===== src/rtl/pcie_tx_cpl_arb2_if.sv =====
// AXI-Stream TX bus carrying PCIe TLP beats between a completion source and the arbiter.
// The sink side receives beats and drives tready; the source side drives beats.
interface pcie_tx_cpl_arb2_if #(
    parameter int DATA_W = 512,
    parameter int USER_W = 10
);
    logic                  tvalid;
    logic                  tready;
    logic [DATA_W-1:0]     tdata;
    logic [DATA_W/8-1:0]   tkeep;
    logic                  tlast;
    logic [USER_W-1:0]     tuser_vendor;

    modport sink (
        input  tvalid, tdata, tkeep, tlast, tuser_vendor,
        output tready
    );

    modport source (
        output tvalid, tdata, tkeep, tlast, tuser_vendor,
        input  tready
    );
endinterface


===== src/rtl/pcie_tx_cpl_arb2.sv =====
// Two-source, packet-atomic, round-robin TX arbiter with one registered output stage
// and per-source completed-packet counters.
module pcie_tx_cpl_arb2 #(
    parameter int DATA_W = 512,
    parameter int USER_W = 10,
    parameter int CNT_W  = 32
) (
    input  logic                 clk,
    input  logic                 rst,
    pcie_tx_cpl_arb2_if.sink     i_a_if,
    pcie_tx_cpl_arb2_if.sink     i_b_if,
    pcie_tx_cpl_arb2_if.source   o_tx_if,
    output logic [CNT_W-1:0]     o_pkt_cnt_a,
    output logic [CNT_W-1:0]     o_pkt_cnt_b,
    output logic                 o_busy
);

    typedef enum logic [1:0] {
        IDLE   = 2'd0,
        LOCK_A = 2'd1,
        LOCK_B = 2'd2
    } state_t;

    localparam logic SRC_A = 1'b0;
    localparam logic SRC_B = 1'b1;
    localparam logic [CNT_W-1:0] CNT_ONE = {{(CNT_W-1){1'b0}}, 1'b1};

    state_t               state_q, state_d;
    logic                 last_grant_q, last_grant_d;
    logic                 tvalid_q, tvalid_d;
    logic [DATA_W-1:0]    tdata_q, tdata_d;
    logic [DATA_W/8-1:0]  tkeep_q, tkeep_d;
    logic                 tlast_q, tlast_d;
    logic [USER_W-1:0]    tuser_q, tuser_d;
    logic [CNT_W-1:0]     cnt_a_q, cnt_a_d;
    logic [CNT_W-1:0]     cnt_b_q, cnt_b_d;
    logic                 busy_q, busy_d;

    logic grant_a_s, grant_b_s;
    logic can_load_s;
    logic rdy_a_s, rdy_b_s;
    logic acc_a_s, acc_b_s;

    // Grant selection: round-robin in IDLE, pinned to the owner while a packet is locked
    always_comb begin
        grant_a_s = 1'b0;
        grant_b_s = 1'b0;
        case (state_q)
            IDLE: begin
                if (i_a_if.tvalid && i_b_if.tvalid) begin
                    grant_a_s = (last_grant_q == SRC_B);
                    grant_b_s = (last_grant_q == SRC_A);
                end else begin
                    grant_a_s = i_a_if.tvalid;
                    grant_b_s = i_b_if.tvalid;
                end
            end
            LOCK_A: begin
                grant_a_s = 1'b1;
                grant_b_s = 1'b0;
            end
            LOCK_B: begin
                grant_a_s = 1'b0;
                grant_b_s = 1'b1;
            end
            default: begin
                grant_a_s = 1'b0;
                grant_b_s = 1'b0;
            end
        endcase
    end

    // Input readiness follows downstream tready directly; held low during reset
    always_comb begin
        can_load_s = ~tvalid_q | o_tx_if.tready;
        rdy_a_s    = grant_a_s & can_load_s & ~rst;
        rdy_b_s    = grant_b_s & can_load_s & ~rst;
        acc_a_s    = rdy_a_s & i_a_if.tvalid;
        acc_b_s    = rdy_b_s & i_b_if.tvalid;
    end

    assign i_a_if.tready = rdy_a_s;
    assign i_b_if.tready = rdy_b_s;

    // Next-state computation for the output register, FSM, pointer and counters
    always_comb begin
        state_d      = state_q;
        last_grant_d = last_grant_q;
        tvalid_d     = tvalid_q;
        tdata_d      = tdata_q;
        tkeep_d      = tkeep_q;
        tlast_d      = tlast_q;
        tuser_d      = tuser_q;
        cnt_a_d      = cnt_a_q;
        cnt_b_d      = cnt_b_q;

        if (acc_a_s) begin
            tvalid_d = 1'b1;
            tdata_d  = i_a_if.tdata;
            tkeep_d  = i_a_if.tkeep;
            tlast_d  = i_a_if.tlast;
            tuser_d  = i_a_if.tuser_vendor;
        end else if (acc_b_s) begin
            tvalid_d = 1'b1;
            tdata_d  = i_b_if.tdata;
            tkeep_d  = i_b_if.tkeep;
            tlast_d  = i_b_if.tlast;
            tuser_d  = i_b_if.tuser_vendor;
        end else if (o_tx_if.tready) begin
            tvalid_d = 1'b0;
        end else begin
            tvalid_d = tvalid_q;
        end

        case (state_q)
            IDLE: begin
                if (acc_a_s) begin
                    last_grant_d = SRC_A;
                    state_d      = i_a_if.tlast ? IDLE : LOCK_A;
                end else if (acc_b_s) begin
                    last_grant_d = SRC_B;
                    state_d      = i_b_if.tlast ? IDLE : LOCK_B;
                end else begin
                    state_d = IDLE;
                end
            end
            LOCK_A: begin
                if (acc_a_s && i_a_if.tlast) begin
                    state_d = IDLE;
                end else begin
                    state_d = LOCK_A;
                end
            end
            LOCK_B: begin
                if (acc_b_s && i_b_if.tlast) begin
                    state_d = IDLE;
                end else begin
                    state_d = LOCK_B;
                end
            end
            default: begin
                state_d = IDLE;
            end
        endcase

        if (acc_a_s && i_a_if.tlast) begin
            cnt_a_d = cnt_a_q + CNT_ONE;
        end else begin
            cnt_a_d = cnt_a_q;
        end

        if (acc_b_s && i_b_if.tlast) begin
            cnt_b_d = cnt_b_q + CNT_ONE;
        end else begin
            cnt_b_d = cnt_b_q;
        end

        // Busy is registered from next-state values so it tracks the current flops exactly
        busy_d = (state_d != IDLE) | tvalid_d;
    end

    // State registers; reset abandons any packet in flight
    always_ff @(posedge clk or posedge rst) begin
        if (rst) begin
            state_q      <= IDLE;
            last_grant_q <= SRC_B;
            tvalid_q     <= 1'b0;
            tdata_q      <= {DATA_W{1'b0}};
            tkeep_q      <= {(DATA_W/8){1'b0}};
            tlast_q      <= 1'b0;
            tuser_q      <= {USER_W{1'b0}};
            cnt_a_q      <= {CNT_W{1'b0}};
            cnt_b_q      <= {CNT_W{1'b0}};
            busy_q       <= 1'b0;
        end else begin
            state_q      <= state_d;
            last_grant_q <= last_grant_d;
            tvalid_q     <= tvalid_d;
            tdata_q      <= tdata_d;
            tkeep_q      <= tkeep_d;
            tlast_q      <= tlast_d;
            tuser_q      <= tuser_d;
            cnt_a_q      <= cnt_a_d;
            cnt_b_q      <= cnt_b_d;
            busy_q       <= busy_d;
        end
    end

    assign o_tx_if.tvalid       = tvalid_q;
    assign o_tx_if.tdata        = tdata_q;
    assign o_tx_if.tkeep        = tkeep_q;
    assign o_tx_if.tlast        = tlast_q;
    assign o_tx_if.tuser_vendor = tuser_q;
    assign o_pkt_cnt_a          = cnt_a_q;
    assign o_pkt_cnt_b          = cnt_b_q;
    assign o_busy               = busy_q;

endmodule


===== src/flat_wrapper.sv =====
// flat-port wrapper written by rule: the top's interface ports become plain ports
module pcie_tx_cpl_arb2_flat 
#(
    parameter int DATA_W = 512,
    parameter int USER_W = 10,
    parameter int CNT_W  = 32
)
  (clk, rst, o_pkt_cnt_a, o_pkt_cnt_b, o_busy, i_a_if_tvalid, i_a_if_tdata, i_a_if_tkeep, i_a_if_tlast, i_a_if_tuser_vendor, i_a_if_tready, i_b_if_tvalid, i_b_if_tdata, i_b_if_tkeep, i_b_if_tlast, i_b_if_tuser_vendor, i_b_if_tready, o_tx_if_tvalid, o_tx_if_tdata, o_tx_if_tkeep, o_tx_if_tlast, o_tx_if_tuser_vendor, o_tx_if_tready);
  pcie_tx_cpl_arb2_if #(.DATA_W(DATA_W), .USER_W(USER_W)) i_a_if_i ();
  pcie_tx_cpl_arb2_if #(.DATA_W(DATA_W), .USER_W(USER_W)) i_b_if_i ();
  pcie_tx_cpl_arb2_if #(.DATA_W(DATA_W), .USER_W(USER_W)) o_tx_if_i ();
  input  logic clk;
  input  logic rst;
  output logic [CNT_W-1:0] o_pkt_cnt_a;
  output logic [CNT_W-1:0] o_pkt_cnt_b;
  output logic o_busy;
  input wire logic [$bits(i_a_if_i.tvalid)-1:0] i_a_if_tvalid;
  input wire logic [$bits(i_a_if_i.tdata)-1:0] i_a_if_tdata;
  input wire logic [$bits(i_a_if_i.tkeep)-1:0] i_a_if_tkeep;
  input wire logic [$bits(i_a_if_i.tlast)-1:0] i_a_if_tlast;
  input wire logic [$bits(i_a_if_i.tuser_vendor)-1:0] i_a_if_tuser_vendor;
  output wire logic [$bits(i_a_if_i.tready)-1:0] i_a_if_tready;
  input wire logic [$bits(i_b_if_i.tvalid)-1:0] i_b_if_tvalid;
  input wire logic [$bits(i_b_if_i.tdata)-1:0] i_b_if_tdata;
  input wire logic [$bits(i_b_if_i.tkeep)-1:0] i_b_if_tkeep;
  input wire logic [$bits(i_b_if_i.tlast)-1:0] i_b_if_tlast;
  input wire logic [$bits(i_b_if_i.tuser_vendor)-1:0] i_b_if_tuser_vendor;
  output wire logic [$bits(i_b_if_i.tready)-1:0] i_b_if_tready;
  output wire logic [$bits(o_tx_if_i.tvalid)-1:0] o_tx_if_tvalid;
  output wire logic [$bits(o_tx_if_i.tdata)-1:0] o_tx_if_tdata;
  output wire logic [$bits(o_tx_if_i.tkeep)-1:0] o_tx_if_tkeep;
  output wire logic [$bits(o_tx_if_i.tlast)-1:0] o_tx_if_tlast;
  output wire logic [$bits(o_tx_if_i.tuser_vendor)-1:0] o_tx_if_tuser_vendor;
  input wire logic [$bits(o_tx_if_i.tready)-1:0] o_tx_if_tready;
  assign i_a_if_i.tvalid = i_a_if_tvalid;
  assign i_a_if_i.tdata = i_a_if_tdata;
  assign i_a_if_i.tkeep = i_a_if_tkeep;
  assign i_a_if_i.tlast = i_a_if_tlast;
  assign i_a_if_i.tuser_vendor = i_a_if_tuser_vendor;
  assign i_a_if_tready = i_a_if_i.tready;
  assign i_b_if_i.tvalid = i_b_if_tvalid;
  assign i_b_if_i.tdata = i_b_if_tdata;
  assign i_b_if_i.tkeep = i_b_if_tkeep;
  assign i_b_if_i.tlast = i_b_if_tlast;
  assign i_b_if_i.tuser_vendor = i_b_if_tuser_vendor;
  assign i_b_if_tready = i_b_if_i.tready;
  assign o_tx_if_tvalid = o_tx_if_i.tvalid;
  assign o_tx_if_tdata = o_tx_if_i.tdata;
  assign o_tx_if_tkeep = o_tx_if_i.tkeep;
  assign o_tx_if_tlast = o_tx_if_i.tlast;
  assign o_tx_if_tuser_vendor = o_tx_if_i.tuser_vendor;
  assign o_tx_if_i.tready = o_tx_if_tready;
  pcie_tx_cpl_arb2 #(.DATA_W(DATA_W), .USER_W(USER_W), .CNT_W(CNT_W)) u_core (.clk(clk), .rst(rst), .i_a_if(i_a_if_i), .i_b_if(i_b_if_i), .o_tx_if(o_tx_if_i), .o_pkt_cnt_a(o_pkt_cnt_a), .o_pkt_cnt_b(o_pkt_cnt_b), .o_busy(o_busy));
endmodule

===== config.mk =====
export PLATFORM = sky130hd
export DESIGN_NAME = pcie_tx_cpl_arb2_flat
export DESIGN_NICKNAME = d
export VERILOG_FILES = /design/src/rtl/pcie_tx_cpl_arb2_if.sv /design/src/rtl/pcie_tx_cpl_arb2.sv /design/src/flat_wrapper.sv
export SDC_FILE = /design/constraint.sdc
export NUM_CORES = 2
export LEC_CHECK = 0
export CAP_MARGIN = 20
export CORE_AREA = 2 2 722 724
export CTS_CLUSTER_SIZE = 16
export DETAILED_ROUTE_END_ITERATION = 6
export DIE_AREA = 0 0 724 726
export MAX_ROUTING_LAYER = met4
export PLACE_DENSITY_LB_ADDON = 0.15
export SLEW_MARGIN = 20
export SYNTH_ARGS = -nofsm -noshare
export SYNTH_HDL_FRONTEND = slang
export SYNTH_SLANG_ARGS = --single-unit
export TNS_END_PERCENT = 20

===== constraint.sdc =====
create_clock -name clk -period 21.9 [get_ports clk]
set_input_delay 4.38 -clock clk [delete_from_list [all_inputs] [get_ports clk]]
set_output_delay 4.38 -clock clk [all_outputs]
set_load 0.1 [all_outputs]

After elaboration in Yosys (flattened, before gate mapping)

Cells that the tools add are included.

Multiplexer cells: 24
Equal/unequal tests: 2
Reductions and logical operators: 7
Add/subtract/negate cells: 2
Bitwise operators: 11

Operators by type and width:

| operator              | number |
|---|---|
| $mux 512              | 2 |
| $mux 64               | 2 |
| $add 32x1->32 const B | 2 |
| $mux 10               | 2 |
| $mux 1                | 11 |
| $mux 2                | 4 |
| $and 1x1->1           | 6 |
| $pmux 2 s3            | 1 |
| $pmux 1 s2            | 2 |
| $reduce_bool 2->1     | 2 |
| $logic_and 1x1->1     | 3 |
| $not 1->1             | 3 |
| $eq 2x1->1 const B    | 1 |
| $eq 2x2->1 const B    | 1 |
| $logic_not 2->1       | 1 |
| $or 1x1->1            | 2 |
| $reduce_and 2->1      | 1 |

Word-level logic and storage cells: 56
Input bits: 1179
Bits in registers: 656
Output and inout bits: 655

Logic depth before layout (Yosys ltp)

Depth in word-level cells: 11
Mapped depth: 9
Mapped depth without buffers: 6

Worst setup path before layout

No wires, ideal clock.

Path type: input to output
Start: input o_tx_if_tready
End: output i_a_if_tready
Arrival: 6.823 ns
Required time: 17.520 ns
Stages on the path: 4
Buffers on the path: 1
Slack: 10.697 ns
Cell sequence: nor2b_4 or2_0 clkbuf_1 nor3_1

Cells in the longest elaborated chain, start to end: 3

Ends and longest elaborated chain:

| element                   | RTL line               | RTL |
|---|---|---|
| start: declaration        | flat_wrapper.sv:34     | `input wire logic [$bits(o_tx_if_i.tready)-1:0] o_tx_if_tready;` |
| $or 1x1->1                | pcie_tx_cpl_arb2.sv:75 | `can_load_s = ~tvalid_q \| o_tx_if.tready;` |
| $and 1x1->1 (2 in series) | pcie_tx_cpl_arb2.sv:76 | `rdy_a_s = grant_a_s & can_load_s & ~rst;` |
| end: declaration          | flat_wrapper.sv:22     | `output wire logic [$bits(i_a_if_i.tready)-1:0] i_a_if_tready;` |

Every way passes these cells.

Worst setup path in the final report

Start: input rst
End: output i_a_if_tready

Cells in the longest elaborated chain, start to end: 2

Ends and longest elaborated chain:

| element            | RTL line               | RTL |
|---|---|---|
| start: declaration | flat_wrapper.sv:13     | `input logic rst;` |
| $not 1->1          | pcie_tx_cpl_arb2.sv:76 |  |
| $and 1x1->1        | pcie_tx_cpl_arb2.sv:76 |  |

Every way passes these cells.

==> Implementation_results.wiki <==
{| class="wikitable"
! Metric !! Value
|-
| Status || finished clean
|-
| Hpwl dp || 315 mm
|-
| Initial core utilization || 5.75%
|-
| WL met3 || 41.6 mm
|-
| Clk buf depth || 4
|-
| Max Freq || 85.5 MHz
|-
| H-tree lvl count || 3
|-
| Max-slew violation count || 0
|-
| Total negative slack for setup checks || 0 ns
|-
| Crit path cell chain || clkdlybuf4s50_1 -> or2_0 -> nor3_1 -> clkdlybuf4s50_1
|-
| Register-to-register setup slack || 16.70 ns
|-
| Endpoint required time on the critical path || 17.52 ns
|-
| Most used cell along the critical path || clkdlybuf4s50_1
|-
| Worst min-delay path endpoint || u_core.o_pkt_cnt_b[31]$_DFFE_PP0P_
|-
| Final total power || 11700 µW
|-
| Initial antenna violation count || 180
|-
| Cell family with most CP delay || buffers and inverters
|-
| Share of cells above drive strength 1 || 10.9%
|-
| Largest driver fanout on the critical path || 7
|-
| Post-CTS setup-driven buffer insertion count || 0
|-
| Area after DPL || 0.0547 mm²
|-
| Residual overflow from global routing || 0
|-
| Hold path start || u_core.o_pkt_cnt_b[31]$_DFFE_PP0P_
|-
| Type of origin of the critical path || primary input
|-
| Total power divided by cell area || 200 mW/mm²
|-
| Synth warn || 0
|-
| Routability cong. || 0.894
|-
| Uppermost layer routed || met4
|-
| Detailed route wirelength on metal2 || 175 mm
|-
| First-pass iteration count of the detailed router || 6
|-
| Crit share post-route || 53.4%
|-
| I/O pin count || 1834
|-
| CP arrival || 7.31 ns
|-
| Synthesized instance count || 3497
|-
| Drt initial violations || 2318
|-
| Length in cells of the worst reg-to-reg path || 9
|-
| Final wirelength || 364 mm
|-
| Post-synthesis area per instance || 8.53 µm²
|-
| RSZ-0062 raised after global routing || false
|-
| Peak ir drop on the vdd network || 79.2 µV
|-
| Flip-flop and latch count after synthesis || 656
|-
| Clock transition at the register clock pins on the worst setup and hold paths after CTS || 0.06 ns
|-
| Horizontal extent of the die || 724 µm
|-
| Number of unique standard cell types used by synthesis || 39
|-
| Relative max-transition margin || 20.5%
|-
| Critical Path Sink Type || output port
|-
| Overall Global Routing Usage || 13.7%
|-
| Clk sinks || 656
|-
| Fraction of synthesis flops using an asynchronous set or reset pin || 100%
|-
| Worst-Margin Slew || 1.19 ns
|-
| Max capacitance violation total || 0
|-
| Type of the worst setup path || primary input to output port
|-
| Top cell type by total area after synthesis || dfrtp_1
|-
| Final Hold Vio Count || 0
|-
| First-pass GRT wire length || 447 mm
|-
| Final count of negative-setup-slack endpoints || 0
|-
| Floorplan core area || 0.519 mm²
|-
| Final critical-path setup slack || 10.21 ns
|-
| TritonCTS clock tree || built
|-
| Worst slack at placement || 10.11 ns
|-
| Via count of the first global-routing pass || 36100
|-
| Pleak || 0.0217 µW
|-
| Final core utilization || 11.3%
|-
| Largest net degree at the start of global routing || 178
|-
| Resize count post-CTS || 0
|-
| Hold path cells || 1
|-
| Number of placement rows || 265
|-
| Endpoint of the most critical register-to-register path || u_core.o_tx_if.tkeep[30]$_DFFE_PP0N_
|-
| Sequential share of the synthesized area || 55.1%
|-
| DRC viols || 0
|-
| Critical-path cell with the highest stage delay || clkdlybuf4s50_1
|-
| Commonest non-fill, non-tap cell in the layout || clkdlybuf4s50_1
|-
| Number of buffers and inverters on the critical path || 2
|-
| CTS hold repair buffers || 0
|-
| Slowest stage delay, CP || 1.22 ns
|-
| Routed metal-1 wirelength || 138 mm
|-
| Worst flop-to-flop path startpoint || u_core.state_q[1]$_DFF_PP0_
|-
| Share of Yosys cell area claimed by the top area cell type || 55.0%
|-
| DIE AREA || 0.526 mm²
|-
| Clk Latency, worst-skew pair || 0.84 ns
|-
| Die Ht || 726 µm
|-
| Count of vias placed by the detailed router || 34700
|-
| Primary FF master, synth || dfrtp_1
|-
| Most frequent cells in the layout || 1478 x clkdlybuf4s50_1, 1194 x nand2_1, 655 x dfrtp_1
|-
| Post-layout nets || 6398
|-
| Synthesized cell area || 0.0298 mm²
|-
| Detail-routed via count per cell || 2.81
|-
| Port buffer count || 1833
|-
| Master cell of the clock root buffer || clkbuf_16
|-
| Worst hold path class || flip-flop to flip-flop
|-
| Post-route antenna net violation count || 0
|-
| Synth Net Count || 4678
|-
| Min Tclk post-route || 11.69 ns
|-
| Count of flip-flops with a built-in enable after synthesis || 0
|-
| Final Cell Area || 0.0584 mm²
|-
| Area added between synthesis and finish || 95.9%
|-
| Number of buffers created by CTS || 106
|-
| Final routed wire length divided by cell count || 29.5 µm
|-
| Leading post-synthesis cells by cell area || dfrtp_1 55%, nand2_1 15%, a31oi_1 12%, nor2_1 7.6%, buf_6 2.1%
|-
| Final Skew || 0.0659 ns
|}
[per-layer routing]
layer,track usage [%],vias up
li1,-,15300
met1,14.7,17400
met2,23.0,1558
met3,6.53,401
met4,2.48,0
met5,-,-
[final cells by class]
class                      instances  area, µm²
fill                           60200     460000
timing repair buffer            1880      17800
sequential                       656      16400
multi-input combinational       2567      11800
tap                             6942       8690
clock buffer                     166       3190
clock inverter                    24        294
antenna                           83        208
inverter                           6       26.3
[flip-flops by register name (all words and copies together), names as in the netlist]
register and cells:
u_core.o_tx_if.tdata 512, u_core.o_tx_if.tkeep 64, u_core.o_pkt_cnt_a 32, u_core.o_pkt_cnt_b 32
u_core.o_tx_if.tuser_vendor 10, u_core.state_q 2, u_core.last_grant_q 1, u_core.o_busy 1
u_core.o_tx_if.tlast 1, u_core.o_tx_if.tvalid 1
[worst reg2reg max path: cells and delay by family, from the launching register on]
family	cells	cell delay (ns)
compound gates	1	0.20
buf+inv	5	3.45
flops	1	0.48
simple gates	3	0.99
[power breakdown]
part,internal (µW),leakage (µW),switching (µW)
combinational,1290,0.0126,6300
sequential,1760,0.00738,581
clock,1050,0.00171,725
[synthesized netlist by cell type (11+ instances only)]
master	number
clkbuf_1	87
dfrtp_1	655
xnor2_1	34
and3_1	11
nand2_1	1194
nand3_1	20
nor2_1	604
nand4_1	23
a31oi_1	589
buf_6	55
nor3_1	11
buf_4	13
xor2_1	28
buf_2	105
[worst max path at each step]
| stage | from | endpoint | slack [ns] | cells past startpoint |
|---|---|---|---|---|
| after global placement | o_tx_if_tready | i_a_if_tready | 10.14 | 5 |
| final | rst | i_a_if_tready | 10.21 | 4 |
| after detailed placement | o_tx_if_tready | i_a_if_tready | 10.11 | 5 |
| after floorplan | rst | u_core.o_busy$_DFF_PP0_ | 8.55 | 1 |
| after CTS | o_tx_if_tready | i_a_if_tready | 10.11 | 5 |
| after global routing | o_tx_if_tready | i_a_if_tready | 10.09 | 5 |
[logic make-up (layout without fill, tap and decap cells)]
group           after synthesis  count (layout)  share of synthesized area [%]
xor+xnor                     62              62                           1.82
buf+inv                     274            2076                           5.48
flops                       656             656                           55.1
compound gates              598             598                           12.6
simple gates               1903            1903                           24.9
fa+ha+maj                     2               2                         0.0839
mux                           2               2                         0.0755
other cells                   0              83                              0
[metrics by stage]
| step | hold slack [ns] | instances |
|---|---|---|
| 2_1_floorplan | 0.525 | 3497 |
| 3_3_place_gp | 0.467 | 12100 |
| 3_5_place_dp | 0.462 | 12100 |
| 4_1_cts | 0.481 | 12200 |
| 5_1_grt | 0.487 | 12300 |
| 6_report | 0.481 | 12300 |
(Power assumes the default switching activity.)
